[src/rtl/output_unpack_reg.sv]
// Return-path unpacker: rebuilds packed 32-bit buffer words from the lane-replicated
// beats produced by the input lane sorter in 8/4/2-bit weight modes.
module output_unpack_reg #(
  parameter bit CHECK_DUP = 1'b1
) (
  input  logic        clk,
  input  logic        reset,
  input  logic [1:0]  weight_bitwidth,
  input  logic        in_valid,
  output logic        in_ready,
  input  logic [31:0] in_data,
  output logic        out_valid,
  input  logic        out_ready,
  output logic [31:0] out_data,
  input  logic        clr_err,
  output logic        err_dup,
  output logic        err_mode
);

  typedef enum logic [1:0] {
    MODE_8B  = 2'b00,
    MODE_4B  = 2'b01,
    MODE_2B  = 2'b10,
    MODE_RSV = 2'b11
  } mode_e;

  function automatic logic [15:0] unpack_4b(input logic [31:0] d);
    logic [15:0] h;
    h        = 16'h0000;
    h[1:0]   = d[1:0];
    h[5:4]   = d[5:4];
    h[3:2]   = d[9:8];
    h[7:6]   = d[13:12];
    h[9:8]   = d[17:16];
    h[13:12] = d[21:20];
    h[11:10] = d[25:24];
    h[15:14] = d[29:28];
    return h;
  endfunction

  function automatic logic [7:0] unpack_2b(input logic [31:0] d);
    return {d[25:24], d[17:16], d[9:8], d[1:0]};
  endfunction

  function automatic logic dup_err_4b(input logic [31:0] d);
    logic e;
    e = 1'b0;
    for (int n = 0; n < 8; n++) begin
      if (d[4*n +: 2] != d[4*n+2 +: 2]) e = 1'b1;
    end
    return e;
  endfunction

  function automatic logic dup_err_2b(input logic [31:0] d);
    logic e;
    e = 1'b0;
    for (int b = 0; b < 4; b++) begin
      if ((d[8*b +: 2] != d[8*b+2 +: 2]) ||
          (d[8*b +: 2] != d[8*b+4 +: 2]) ||
          (d[8*b +: 2] != d[8*b+6 +: 2])) e = 1'b1;
    end
    return e;
  endfunction

  logic [1:0]  beat_cnt_r, beat_cnt_nx_s;
  logic [31:0] acc_r, acc_nx_s;
  mode_e       mode_r, mode_nx_s, mode_s;
  logic [31:0] out_data_r, merged_s;
  logic        out_valid_r, err_dup_r, err_mode_r;
  logic        accept_s, consume_s, word_done_s, dup_hit_s, mode_hit_s;

  assign in_ready  = ~out_valid_r | out_ready;
  assign out_valid = out_valid_r;
  assign out_data  = out_data_r;
  assign err_dup   = err_dup_r;
  assign err_mode  = err_mode_r;

  // Beat decode: effective mode, merged word, word completion and error events
  always_comb begin
    accept_s      = in_valid & in_ready;
    consume_s     = out_valid_r & out_ready;
    mode_s        = (beat_cnt_r == 2'd0) ? mode_e'(weight_bitwidth) : mode_r;
    beat_cnt_nx_s = beat_cnt_r;
    acc_nx_s      = acc_r;
    mode_nx_s     = mode_r;
    merged_s      = acc_r;
    word_done_s   = 1'b0;
    dup_hit_s     = 1'b0;
    mode_hit_s    = 1'b0;
    if (accept_s) begin
      case (mode_s)
        MODE_8B: begin
          merged_s    = in_data;
          word_done_s = 1'b1;
        end
        MODE_4B: begin
          merged_s    = acc_r | (32'(unpack_4b(in_data)) << {beat_cnt_r[0], 4'b0000});
          word_done_s = (beat_cnt_r == 2'd1);
          dup_hit_s   = CHECK_DUP & dup_err_4b(in_data);
        end
        MODE_2B: begin
          merged_s    = acc_r | (32'(unpack_2b(in_data)) << {beat_cnt_r, 3'b000});
          word_done_s = (beat_cnt_r == 2'd3);
          dup_hit_s   = CHECK_DUP & dup_err_2b(in_data);
        end
        MODE_RSV: begin
          mode_hit_s = 1'b1;
        end
        default: begin
          mode_hit_s = 1'b1;
        end
      endcase
      // Reserved-mode beats are dropped without touching the word in progress
      if (mode_s != MODE_RSV) begin
        mode_nx_s = mode_s;
        if (word_done_s) begin
          beat_cnt_nx_s = 2'd0;
          acc_nx_s      = 32'h0000_0000;
        end else begin
          beat_cnt_nx_s = beat_cnt_r + 2'd1;
          acc_nx_s      = merged_s;
        end
      end else begin
        mode_nx_s = mode_r;
      end
    end else begin
      merged_s = acc_r;
    end
  end

  // State, output register and sticky error flags
  always_ff @(posedge clk or negedge reset) begin
    if (!reset) begin
      beat_cnt_r  <= 2'd0;
      acc_r       <= 32'h0000_0000;
      mode_r      <= MODE_8B;
      out_valid_r <= 1'b0;
      out_data_r  <= 32'h0000_0000;
      err_dup_r   <= 1'b0;
      err_mode_r  <= 1'b0;
    end else begin
      beat_cnt_r <= beat_cnt_nx_s;
      acc_r      <= acc_nx_s;
      mode_r     <= mode_nx_s;
      if (word_done_s) begin
        out_valid_r <= 1'b1;
        out_data_r  <= merged_s;
      end else if (consume_s) begin
        out_valid_r <= 1'b0;
      end else begin
        out_valid_r <= out_valid_r;
      end
      err_dup_r  <= dup_hit_s  | (err_dup_r  & ~clr_err);
      err_mode_r <= mode_hit_s | (err_mode_r & ~clr_err);
    end
  end

endmodule

[config.mk]
export PLATFORM = sky130hd
export DESIGN_NAME = output_unpack_reg
export DESIGN_NICKNAME = d
export VERILOG_FILES = /design/src/rtl/output_unpack_reg.sv
export SDC_FILE = /design/constraint.sdc
export NUM_CORES = 1
export LEC_CHECK = 0
export ABC_CLOCK_PERIOD_IN_PS = 3800
export BUFFER_PORTS_ARGS = -buffer_cell sky130_fd_sc_hd__buf_2
export CORE_MARGIN = 1.5
export CORE_UTILIZATION = 55
export CTS_CLUSTER_DIAMETER = 200
export DETAILED_ROUTE_END_ITERATION = 6
export PLACE_DENSITY = 0.8
export SLEW_MARGIN = 10
export SYNTH_ARGS = -nofsm -noshare
export SYNTH_HDL_FRONTEND = slang
export SYNTH_SLANG_ARGS = --single-unit
export TNS_END_PERCENT = 50
[constraint.sdc]
create_clock -name clk -period 3.8 [get_ports clk]
set_input_delay 0.76 -clock clk [delete_from_list [all_inputs] [get_ports clk]]
set_output_delay 0.76 -clock clk [all_outputs]
set_load 0.01 [all_outputs]
==> results_dict.tcl <==
set metrics [dict create \
    clk_pin_slew_ps 70 \
    p_sw_frac 0.436 \
    maxSlewViolCount 0 \
    ys_ff_latch 71 \
    cts_tree "yes" \
    io_pins 75 \
    globalplace.congestion 0.891 \
    synth_nets 451 \
    clk_latency_ps 350 \
    dominantRegCellSynth "dfrtp_1" \
    cts.path.max_buffers 2 \
    ir_drop_mv 0.450 \
    antenna_found_initial 0 \
    setup_violations 0 \
    core-area_um2 6760 \
    leakage_nw 2.02 \
    finalNonFillerCells 549 \
    synthArstFlopShare 1.00 \
    antenna_cells 0 \
    post_dp_cell_area_um2 4160 \
    worst_pin_slew_ps 674 \
    fmaxAchievable_ghz 0.311 \
    postLayoutCellArea_um2 4340 \
    status "completed" \
    dieArea_um2 7430 \
    fin_hold_ws_ps 445 \
    postCtsSetupBuffers 0 \
    grt_max_degree 53 \
    root_buffer "clkbuf_8" \
    ys_warn_count 0 \
    synth_cell_types 49 \
    via_per_inst 6.17 \
    final_nets 510 \
    fp.dieH_um 86.2 \
    fin_skew_ps 4.98 \
    rsz0062_at_grt "no" \
    critPathKind "register to register" \
    clock_power_share 0.142 \
    synth.most_common_cell "dfrtp_1" \
    cp-start-kind "register" \
    synth_area_leaders "dfrtp_1 47%, a21oi_1 6.4%, nand2_1 4.3%" \
    drt_first_pass_iters 5 \
    r2r_start "beat_cnt_r[1]" \
    cts_buffers 9 \
    ant_nets 0 \
    synth_edf_count 0 \
    intPower_mw 2.14 \
    multi_input_area_um2 1810 \
    layout_min_cycle_time_ps 3210 \
    min_path_type "input pin to async pin" \
    synth_area_per_cell_um2 9.35 \
    maxCapViolCount 0 \
    dp_hpwl_um 7020 \
    cts_sinks 71 \
    drc 0 \
    r2r_slack_ps 590 \
    syn_inst 407 \
    routed_wl_um 10300 \
    power_mw 3.80 \
    rows 30 \
    grt_pass1_vias 3260 \
    gr-usage-all-layers 0.287 \
    cp.arrival_ps 3450 \
    netlist_top_cells_count "71 x dfrtp_1, 49 x a21oi_1, 44 x nand2_1" \
    yosysTopAreaCell "dfrtp_1" \
    seqCellArea_um2 1780 \
    post_drt_wl_per_cell_um 18.7 \
    crit_fanout 12 \
    overflow 0 \
    r2r_cells 9 \
    cts_resized 0 \
    end_kind "register" \
    fillCellCount 599 \
    h-tree-depth 3 \
    port_buffers 74 \
    required_ps 4040 \
    power.density_nw_per_um2 875 \
    num_vias 3387 \
    ctsHoldBuffers 0 \
    pwr-share-seq 0.320 \
    hold_viol 0 \
    fin_tns_setup_ps 0 \
    syn2layout_area_growth_pct 14.0 \
    max-slew-margin-rel 0.551 \
    synth_top_area_frac 0.467 \
    post-route-period-util 0.846 \
    die_w_um 86.2 \
    p_sw_mw 1.66 \
    synth-seq-area-share 0.467 \
    initial_core_util 0.563 \
    syn_area_um2 3800 \
    drive_gt1_frac 0.235 \
    p_comb_frac 0.538 \
    grt_pass1_wl_um 16400 \
    place_inst 535 \
    rr_endpoint "out_data[0]" \
    initialDrtViolationCount 393 \
]
worst max path at each step:
stage	from	to	slack, ps	cells past startpoint
CTS	beat_cnt_r[1]	out_data[0]	630	9
floorplan	beat_cnt_r[0]	out_data[7]	1060	12
finish	beat_cnt_r[1]	out_data[0]	590	9
global placement	weight_bitwidth[1]	out_data[6]	830	8
global route	beat_cnt_r[1]	acc_r[9]	370	9
detailed placement	beat_cnt_r[1]	acc_r[10]	640	10
worst max-delay path, cell delays in order, from the launching register on:
cell and delay, ps:
dfrtp_1 560, inv_1 90, ha_1 240, mux2i_1 330, inv_1 130, ha_1 360
xor2_2 220, o31ai_4 210, nor2b_2 560, mux2_2 410
area by class of cell:
type / count / area share
repair buffers: 84 / 0.103
clock inverters: 3 / 0.00462
multi-input cells: 292 / 0.417
well taps: 80 / 0.0231
inverters: 8 / 0.00692
flip-flops and latches: 71 / 0.410
clock buffers: 11 / 0.0349
layout by cell type, fill, tap and decap left out, types with 3 or more instances in the layout:
master / synthesis / final
o21a_1: 8 / 8
and3_1: 4 / 4
buf_2: 15 / 73
mux2_2: 5 / 5
or3_1: 4 / 4
xor2_1: 8 / 8
dfrtp_1: 71 / 71
o21ai_0: 28 / 28
o21ai_1: 14 / 14
ha_1: 5 / 5
inv_1: 6 / 6
nand2_1: 44 / 44
nand3_1: 4 / 4
clkbuf_8: 0 / 11
a221oi_1: 14 / 14
a21oi_1: 49 / 49
nand3b_1: 3 / 3
a22o_1: 14 / 14
buf_4: 2 / 11
a2bb2oi_1: 14 / 14
nor2_1: 27 / 27
nand2b_1: 4 / 4
nor3_1: 6 / 6
xnor2_1: 8 / 8
layer usage:
metal / vias to the layer above / GRT usage / share of wire
met2: 146 / 0.444 / 0.49
met5: - / 0 / 0
li1: 1567 / - / -
met1: 1646 / 0.393 / 0.42
met3: 28 / 0.0562 / 0.066
met4: 0 / 0.133 / 0.024
logic make-up (layout without fill, tap and decap cells):
group	count (synthesis)	count (layout)	share of synthesized area
flops	71	71	0.467
xor+xnor	17	17	0.0411
mux	8	8	0.0240
fa+ha+maj	5	5	0.0164
buf+inv	44	106	0.0572
compound gates	152	152	0.257
simple gates	110	110	0.137
power groups by stage:
stage	Combinational [mW]	Sequential (mW)	Clock, mW
after floorplan	1.43	1.27	0
after global placement	1.96	1.21	0
after detailed placement	2.01	1.23	0
after CTS	2.02	1.21	0.545
after global routing	2.24	1.24	0.575
final	2.04	1.22	0.538
sequential cells by signal, indices dropped and copies added, names as in the netlist:
register,cells
err_mode,1
out_valid,1
beat_cnt_r,2
err_dup,1
mode_r,2
out_data,32
acc_r,32
metrics by stage:
step	utilization	setup slack, ps
floorplan	-	1060
global placement	0.616	830
detailed placement	0.616	644
CTS	0.641	631
global route	0.642	368
finish	0.642	586
(Power assumes the default switching activity.)
